**config.mk**
```make
export PLATFORM = sky130hd
export DESIGN_NAME = axis_write_resp
export DESIGN_NICKNAME = d
export VERILOG_FILES = /design/src/rtl/axis_write_resp_pkg.sv /design/src/rtl/axis_write_resp_cfg_capture.sv /design/src/rtl/axis_write_resp.sv
export SDC_FILE = /design/constraint.sdc
export NUM_CORES = 1
export LEC_CHECK = 0
export CAP_MARGIN = 20
export CORE_AREA = 5 5 112 114
export CTS_CLUSTER_DIAMETER = 120
export DETAILED_ROUTE_END_ITERATION = 8
export DIE_AREA = 0 0 117 119
export GPL_TIMING_DRIVEN = 0
export PLACE_DENSITY = 0.73
export SLEW_MARGIN = 30
export SYNTH_ARGS = -nofsm -noshare
export SYNTH_HDL_FRONTEND = slang
export SYNTH_SLANG_ARGS = --single-unit
export TNS_END_PERCENT = 10
```
**constraint.sdc**
```tcl
create_clock -name clk -period 8.9 [get_ports clk]
set_input_delay 1.335 -clock clk [delete_from_list [all_inputs] [get_ports clk]]
set_output_delay 1.335 -clock clk [all_outputs]
set_load 0.005 [all_outputs]
```
**src/rtl/axis_write_resp_pkg.sv**
```systemverilog
// Shared types and constants for the AXI write-response stage and its cfg front end.
package axis_write_resp_pkg;

   typedef enum logic [3:0] {
      ST_IDLE   = 4'b0001,
      ST_CONFIG = 4'b0010,
      ST_ACTIVE = 4'b0100,
      ST_DONE   = 4'b1000
   } state_t;

   localparam logic [1:0] BRESP_OKAY   = 2'b00;
   localparam logic [1:0] BRESP_EXOKAY = 2'b01;
   localparam logic [1:0] BRESP_SLVERR = 2'b10;
   localparam logic [1:0] BRESP_DECERR = 2'b11;
   localparam logic [1:0] UNEXP_B      = 2'b11;

endpackage

```
**src/rtl/axis_write_resp_cfg_capture.sv**
```systemverilog
// Registers the cfg bus, matches the engine id word and picks the length word
// (second data word) out of a config frame.
module axis_cfg_capture
   import axis_write_resp_pkg::*;
#(
   parameter int unsigned CFG_ID     = 1,
   parameter int unsigned CFG_ADDR   = 23,
   parameter int unsigned CFG_DATA   = 24,
   parameter int unsigned CFG_AWIDTH = 5,
   parameter int unsigned CFG_DWIDTH = 32
) (
   input  logic                  clk,
   input  logic                  rst,
   input  logic [CFG_AWIDTH-1:0] i_cfg_addr,
   input  logic [CFG_DWIDTH-1:0] i_cfg_data,
   input  logic                  i_cfg_valid,
   input  logic                  i_frame_en,
   output logic                  o_id_hit,
   output logic                  o_len_valid,
   output logic [CFG_DWIDTH-1:0] o_len
);

   logic [CFG_AWIDTH-1:0] r_cfg_addr;
   logic [CFG_DWIDTH-1:0] r_cfg_data;
   logic                  r_cfg_valid;
   logic                  r_word_seen;
   logic                  w_addressed;
   logic                  w_data_word;

   always_ff @(posedge clk or posedge rst) begin
      if (rst) begin
         r_cfg_addr  <= '0;
         r_cfg_data  <= '0;
         r_cfg_valid <= 1'b0;
      end else begin
         r_cfg_addr  <= i_cfg_addr;
         r_cfg_data  <= i_cfg_data;
         r_cfg_valid <= i_cfg_valid;
      end
   end

   assign w_addressed = r_cfg_valid && (r_cfg_addr == CFG_AWIDTH'(CFG_ADDR));
   assign w_data_word = r_cfg_valid && (r_cfg_addr == CFG_AWIDTH'(CFG_DATA));

   // Word 0 (start address) only advances the count; word 1 carries the length.
   always_ff @(posedge clk or posedge rst) begin
      if (rst) begin
         r_word_seen <= 1'b0;
      end else if (!i_frame_en) begin
         r_word_seen <= 1'b0;
      end else if (w_data_word) begin
         r_word_seen <= 1'b1;
      end
   end

   assign o_id_hit    = w_addressed && (r_cfg_data == CFG_DWIDTH'(CFG_ID));
   assign o_len_valid = i_frame_en && w_data_word && r_word_seen;
   assign o_len       = r_cfg_data;

endmodule

```
**src/rtl/axis_write_resp.sv**
```systemverilog
// AXI write-response stage: counts issued AW bursts/beats, retires B responses,
// and reports completion (done/busy) and sticky response errors.
module axis_write_resp
   import axis_write_resp_pkg::*;
#(
   parameter int unsigned CFG_ID        = 1,
   parameter int unsigned CFG_ADDR      = 23,
   parameter int unsigned CFG_DATA      = 24,
   parameter int unsigned CFG_AWIDTH    = 5,
   parameter int unsigned CFG_DWIDTH    = 32,
   parameter int unsigned AXI_LEN_WIDTH = 8,
   parameter int unsigned CONVERT_SHIFT = 0,
   parameter int unsigned OUTST_WIDTH   = 6
) (
   input  logic                     clk,
   input  logic                     rst,
   input  logic [CFG_AWIDTH-1:0]    cfg_addr,
   input  logic [CFG_DWIDTH-1:0]    cfg_data,
   input  logic                     cfg_valid,
   input  logic                     axi_awvalid,
   input  logic                     axi_awready,
   input  logic [AXI_LEN_WIDTH-1:0] axi_awlen,
   input  logic                     axi_bvalid,
   input  logic [1:0]               axi_bresp,
   output logic                     axi_bready,
   output logic                     busy,
   output logic                     done,
   output logic                     err,
   output logic [1:0]               err_code
);

   state_t                 r_state, w_state_nxt;
   logic [CFG_DWIDTH-1:0]  r_exp, r_issued, w_issued_nxt, w_exp_nxt, w_len, w_aw_beats;
   logic [OUTST_WIDTH-1:0] r_outst, w_outst_nxt;
   logic                   r_bready, r_busy, r_done, r_err;
   logic [1:0]             r_err_code;
   logic                   w_id_hit, w_len_valid, w_latch;
   logic                   w_aw_inc, w_b_hs, w_b_dec, w_unexp, w_bresp_err, w_sat;
   logic                   w_busy_nxt, w_done_nxt;

   axis_cfg_capture #(
      .CFG_ID     (CFG_ID),
      .CFG_ADDR   (CFG_ADDR),
      .CFG_DATA   (CFG_DATA),
      .CFG_AWIDTH (CFG_AWIDTH),
      .CFG_DWIDTH (CFG_DWIDTH)
   ) u_cfg (
      .clk         (clk),
      .rst         (rst),
      .i_cfg_addr  (cfg_addr),
      .i_cfg_data  (cfg_data),
      .i_cfg_valid (cfg_valid),
      .i_frame_en  (r_state == ST_CONFIG),
      .o_id_hit    (w_id_hit),
      .o_len_valid (w_len_valid),
      .o_len       (w_len)
   );

   assign w_exp_nxt   = w_len >> CONVERT_SHIFT;
   assign w_latch     = (r_state == ST_CONFIG) && w_len_valid;
   assign w_aw_beats  = CFG_DWIDTH'(axi_awlen) + CFG_DWIDTH'(1);
   assign w_aw_inc    = (r_state == ST_ACTIVE) && axi_awvalid && axi_awready;
   assign w_b_hs      = axi_bvalid && r_bready;
   assign w_b_dec     = w_b_hs && (r_outst != '0);
   assign w_unexp     = w_b_hs && (r_outst == '0);
   assign w_bresp_err = w_b_dec && (axi_bresp != BRESP_OKAY);
   assign w_sat       = w_aw_inc && !w_b_hs && (r_outst == '1);
   assign w_issued_nxt = w_aw_inc ? (r_issued + w_aw_beats) : r_issued;

   // An unexpected B never decrements, so outst cannot underflow.
   always_comb begin
      w_outst_nxt = r_outst;
      if (w_aw_inc && !w_b_dec) begin
         if (r_outst != '1) w_outst_nxt = r_outst + OUTST_WIDTH'(1);
      end else if (w_b_dec && !w_aw_inc) begin
         w_outst_nxt = r_outst - OUTST_WIDTH'(1);
      end
   end

   always_ff @(posedge clk or posedge rst) begin
      if (rst) r_state <= ST_IDLE;
      else     r_state <= w_state_nxt;
   end

   always_comb begin
      w_state_nxt = r_state;
      unique case (r_state)
         ST_IDLE:   if (w_id_hit) w_state_nxt = ST_CONFIG;
         ST_CONFIG: if (w_len_valid) w_state_nxt = (w_exp_nxt == '0) ? ST_DONE : ST_ACTIVE;
         ST_ACTIVE: if ((w_issued_nxt >= r_exp) && (w_outst_nxt == '0)) w_state_nxt = ST_DONE;
         ST_DONE:   w_state_nxt = ST_IDLE;
         default:   w_state_nxt = ST_IDLE;
      endcase
   end

   always_comb begin
      w_busy_nxt = (w_state_nxt == ST_CONFIG) || (w_state_nxt == ST_ACTIVE);
      w_done_nxt = (w_state_nxt == ST_DONE);
   end

   always_ff @(posedge clk or posedge rst) begin
      if (rst) begin
         r_bready <= 1'b0;
         r_busy   <= 1'b0;
         r_done   <= 1'b0;
      end else begin
         r_bready <= 1'b1;
         r_busy   <= w_busy_nxt;
         r_done   <= w_done_nxt;
      end
   end

   always_ff @(posedge clk or posedge rst) begin
      if (rst) begin
         r_exp    <= '0;
         r_issued <= '0;
         r_outst  <= '0;
      end else begin
         r_outst <= w_outst_nxt;
         if (w_latch) begin
            r_exp    <= w_exp_nxt;
            r_issued <= '0;
         end else begin
            r_issued <= w_issued_nxt;
         end
      end
   end

   // A new frame clears the flag; an error in the same cycle still wins.
   always_ff @(posedge clk or posedge rst) begin
      if (rst) begin
         r_err      <= 1'b0;
         r_err_code <= '0;
      end else begin
         if (w_latch) begin
            r_err      <= 1'b0;
            r_err_code <= '0;
         end
         if (w_unexp) begin
            r_err <= 1'b1;
            if (!r_err || w_latch) r_err_code <= UNEXP_B;
         end else if (w_bresp_err) begin
            r_err <= 1'b1;
            if (!r_err || w_latch) r_err_code <= axi_bresp;
         end else if (w_sat) begin
            r_err <= 1'b1;
         end
      end
   end

   assign axi_bready = r_bready;
   assign busy       = r_busy;
   assign done       = r_done;
   assign err        = r_err;
   assign err_code   = r_err_code;

endmodule

```
Word level (Yosys, flattened, before mapping)
Index checks and enable logic that the tools add are counted.

Multipliers: 0. Eq/ne operators: 12. Mux-type cells: 21. Div/mod/pow operators: 0. $add $sub $neg: 4. Shifts and indexed selects: 0. Bitwise operators: 0. Order comparisons: 1. Reduce and logical (&&, ||, !) cells: 29.

Operator list (number): 32-bit two-way mux (2); 32-bit by 9-bit adder with 32-bit output (1); 32-bit by 1-bit equality test with 1-bit output (second input constant) (1); 32-bit >= comparator (1); 32-bit logical NOT (1); 6-bit two-way mux (3); 1-bit logical AND (17); 4-bit two-way mux (4); 6-bit logical NOT (2); 4-bit case mux with 3 select lines (1); 5-bit equality test (second input constant) (2); 2-bit two-way mux (5); 8-bit by 1-bit adder with 9-bit output (second input constant) (1); 4-bit by 2-bit equality test with 1-bit output (second input constant) (2); 4-bit by 3-bit equality test with 1-bit output (second input constant) (2); 6-bit by 1-bit adder with 6-bit output (second input constant) (1); 6-bit equality test (second input constant) (1); 1-bit two-way mux (6); 6-bit != test (second input constant) (1); 6-bit nonzero test (1); 6-bit by 1-bit subtractor with 6-bit output (second input constant) (1); 4-bit by 1-bit equality test with 1-bit output (second input constant) (1); 4-bit equality test (second input constant) (1); 1-bit logical NOT (4); other kinds (4) (5).

Flip-flop bits (word level): 119. Bits of input ports: 53. Word-level logic and storage cells: 80. Output and inout port bits: 6. ROM bits: 0. Memories kept: 0. Bits in latches: 0. Memory bits (writable): 0.

Logic depth before layout (Yosys ltp)
Depth after elaboration: 13. Mapped depth: 19. Mapped depth without buffers: 18.

By module
A second synthesis with hierarchy kept.

Cell total of the unflattened synthesis: 620. Area total of the unflattened synthesis: 6165.9 µm².

Modules (own cells, without submodules): axis_write_resp (times used 1, sequential area each 2003.2 µm², cells an instance 563, area an instance 5062.4 µm²); axis_cfg_capture (times used 1, sequential area each 975.9 µm², cells an instance 57, area an instance 1103.6 µm²).

Worst setup path after synthesis
Ideal clock, no wire load.

Path kind: input to register. Start point: input port axi_awlen[0]. End point: register r_state[2]. Data arrival time: 4726 ps. Library setup time: 143 ps. Cell stages on the path: 18. Setup slack: 4032 ps. Path through: inv_1 > ha_1 > fa_1 > nor2b_1 > o21ai_0 > a21boi_0 > o21ai_0 > clkbuf_1 > a211oi_1 > xor2_1 > ha_1 > nand2_1 > nor4_1 > a22oi_1 > a211oi_1 > o2111ai_1 > o31ai_1 > o21ai_0.

Cells in the longest elaborated chain, start to end: 7.

Ends and longest elaborated chain: from (decl) (line axis_write_resp.sv:22) `input logic [AXI_LEN_WIDTH-1:0] axi_awlen,`; 8-bit by 1-bit adder with 9-bit output (line axis_write_resp.sv:61) `assign w_aw_beats = CFG_DWIDTH'(axi_awlen) + CFG_DWIDTH'(1);`; 32-bit by 9-bit adder with 32-bit output (line axis_write_resp.sv:68) `assign w_issued_nxt = w_aw_inc ? (r_issued + w_aw_beats) : r_issued;`; 32-bit two-way mux (line axis_write_resp.sv:68); 32-bit >= comparator (line axis_write_resp.sv:90) `ST_ACTIVE: if ((w_issued_nxt >= r_exp) && (w_outst_nxt == '0)) w_state_nxt = ST_DONE;`; 1-bit logical AND (line axis_write_resp.sv:90); 4-bit two-way mux (line axis_write_resp.sv:90); 4-bit case mux with 3 select lines (line axis_write_resp.sv:87) `unique case (r_state)`; named net w_state_nxt[2] (line axis_write_resp.sv:32) `state_t r_state, w_state_nxt;`; to (signal assigned) (line axis_write_resp.sv:82) `else r_state <= w_state_nxt;`; to (decl) (line axis_write_resp.sv:32).

The timed path passes the listed nets, and every way through them passes these cells. A chain may end at the register's enable or synchronous reset.

Worst setup path after layout
Ends and elaborated chain as after synthesis.

==> impl_metrics.toml <==
[status]
outcome = "finished clean"

[power]
switchingPower_mw = 0.395
power.density_nw_per_um2 = 204
ir_drop_v = 0.000151
combPwrFrac_pct = 16.4
switching_share_pct = 26.0
pwr-share-seq_pct = 38.7
p_int_mw = 1.12
power_leakage_nw = 3.33
clkPwrFrac_pct = 44.8

[floorplan]
rows = 39
core_um2 = 11300
ioPinCount = 59
die_w_um = 117
fp.dieH_um = 119
initial_core_util_pct = 53.6
dieArea_um2 = 13900

[worst_setup_path]
critPathMaxStageDelay_ps = 570
path_buf_inv = 3
cp_cell_sequence = "clkdlybuf4s50_1 -> inv_1 -> ha_1 -> fa_1 -> nor2b_1 -> o21ai_0 -> a21boi_0 -> o21ai_0 -> clkbuf_1 -> a211oi_1 -> xor2_1 -> ha_1 -> nand2_1 -> nor4_1 -> a22oi_1 -> a211oi_1 -> o2111ai_1 -> o31ai_1 -> o21ai_0"
crit_family = "compound AO/OA/AOI/OAI gates"
slowest_stage = "a211oi_1"
crit_type = "primary input to flip-flop"
crit_fanout = 10
cp_common_cell = "o21ai_0"
cp-start-kind = "primary input"
required_ps = 9160
worst_ep_arrival_time_ps = 6210
end_kind = "flip-flop"

[route]
drtPass1Iterations = 5
num_vias = 4720
remaining_drc_errors = 0
antenna_left = 0
wl_per_cell_um = 16.4
viasPerCell = 5.57
first_iter_violations = 256
routed_wl_um = 13900

[timing]
finalHoldViolations = 0
setup_viol = 0
period_share_pct = 66.9
slew_headroom_pct = 47.8
setup_slack_ps = 2950
finalCriticalPeriod_ps = 5950
fin_worst_skew_ps = 14.5
slew_violations = 0
tightest_slew_ps = 777
setup_tns_ps = 0
max_freq_ghz = 0.168
rsz0062_at_grt = "false"
hold_slack_ps = 473

[yosys]
async_reset_ff_share_pct = 100
synth_common_cells = "118 x dfrtp_1, 79 x nand2_1, 53 x o21ai_0"
synth_edf_count = 0
ys_ff_latch = 119
syn_nets = 711
synth.most_common_cell = "dfrtp_1"
synth.yosys.warnings = 0
yosysSeqAreaShare_pct = 49.1
synth_top_cell_area_share_pct = 48.7
syn-mean-instance-area_um2 = 9.87
synth_area_um2 = 6070
yosys.cell_types.count = 60
yosysTopAreaCell = "dfrtp_1"
ys_top_cells_by_area = "dfrtp_1 49%, ha_1 8.7%, nand2_1 4.9%"
syn-instance-count = 615
synth-main-ff-cell = "dfrtp_1"

[global_routing]
antenna_found_initial = 0
grt_pass1_wl_um = 23400
grt_pass1_vias = 4770
grt_overflow_total = 0
grt_max_degree = 72
grt_use_total_pct = 21.5

[cts]
clock_latency_ps = 420
cts.repair.resized = 0
htreeDepth = 4
ctsHoldBuffers = 0
tritoncts = "yes"
cts_num_sinks = 119
clkSlewWorstSetupHoldPaths_ps = 50
numCtsBuffers = 17
clockBufferDepth = 2
post_cts_buffers = 0
cts_root_buffer = "clkbuf_16"

[placement]
io_buffers = 58
dp_worst_setup_slack_ps = 2660
placedCellCount = 817
place_congestion = 0.865
dpl.hpwl_um = 10300

[layout]
drive_gt1_share_pct = 6.67
fillCellCount = 853
diodes = 0
area_delta_synth_final_pct = 22.8
final_nets = 789
layout.cells.non_filler = 848

[job]
cap_violations = 0

[worst_hold_path]
worstHoldPathType = "flip-flop to flip-flop"
-- final cells by class --
class	count	area, um2	share of cell area, %
Buffer	22	92.6	1.24
Clock buffer	23	468	6.28
Clock inverter	8	123	1.65
Inverter	49	191	2.57
Multi-Input combinational cell	425	2810	37.7
Sequential cell	119	2980	40.0
Tap cell	143	179	2.40
Timing Repair Buffer	59	608	8.16
-- state kept, by name, indices dropped and copies added, names as in the netlist --
| register | flops |
|---|---|
| r_issued | 32 |
| err_code | 2 |
| axi_bready | 1 |
| r_exp | 32 |
| busy | 1 |
| done | 1 |
| u_cfg.o_len | 32 |
| r_state | 4 |
| u_cfg.r_cfg_valid | 1 |
| err | 1 |
| r_outst | 6 |
| u_cfg.r_word_seen | 1 |
| u_cfg.r_cfg_addr | 5 |
-- through the flow --
step	utilization (%)	power (mW)	instance area, um2
after floorplan	-	0.762	6070
after global placement	60.3	0.834	6830
after detailed placement	60.6	0.842	6860
after CTS	65.8	1.52	7450
after global routing	65.8	1.59	7450
final	65.8	1.52	7450
-- cells in the final DEF (no fill, tap or decap), types with 4 or more instances in the layout --
cell and n:
xor2_1 15, xnor2_1 9, nor2_1 22, o31ai_1 8, ha_1 42, clkbuf_1 23, o21ai_0 53, mux2i_1 7
and2_1 26, clkdlybuf4s50_1 58, inv_1 48, nor3_1 14, a21o_1 6, clkbuf_16 17, nor3b_1 6, o21a_1 4
nor2b_1 4, a21oi_1 21, nand4_1 5, nor4_1 9, and3_1 6, dfrtp_1 118, nand4b_1 4, nand2_1 79
nand3_1 21, a211oi_1 14
-- cells by family after synthesis --
logic type,Yosys count,share of synthesized area [%]
and+or+nand+nor,218,18.8
xor gates and xnor gates,24,3.46
muxes,8,1.34
buffers and inverters,71,4.56
DFF,119,49.1
AOI/OAI and AO/OA,131,13.6
adders and majority gates,43,8.99
other,1,0.0618
-- power groups by stage --
stage               sequential, mW  clock [mW]  combinational (mW)
floorplan                    0.592           0               0.170
CTS                          0.588       0.689               0.248
global placement             0.596           0               0.238
finish                       0.589       0.681               0.250
global route                 0.592       0.715               0.280
detailed placement           0.596           0               0.246
-- path summary, 6_finish.rpt --
kind / start / to / slack (ps) / cells after the start
worst max-delay path: axi_awlen[0] / r_state[2] / 2950 / 19
worst min-delay path: u_cfg.o_len[5] / r_exp[5] / 470 / 2
worst max register to register: r_issued[0] / r_state[2] / 4010 / 18
min in group asynchronous: rst / u_cfg.o_len[22] / 1330 / 2
worst min register to register: u_cfg.o_len[5] / r_exp[5] / 470 / 2
max in group asynchronous: rst / r_state[0] / 6880 / 3
-- routing by layer --
layer / wire length [um] / global-route usage, % / vias up
li1: - / - / 2314
met1: 6640 / 30.7 / 2265
met2: 6280 / 31.9 / 114
met3: 635 / 4.67 / 27
met4: 321 / 8.32 / 0
met5: 0 / 0 / -
-- worst min-delay path: cells and delay by family (launching register included) --
| family | cells | cell delay, ps |
|---|---|---|
| AND/OR/NAND/NOR | 1 | 50 |
| flip-flops | 1 | 340 |
| AO/OA/AOI/OAI | 1 | 60 |
No activity file was read; power rests on OpenSTA's default activity.
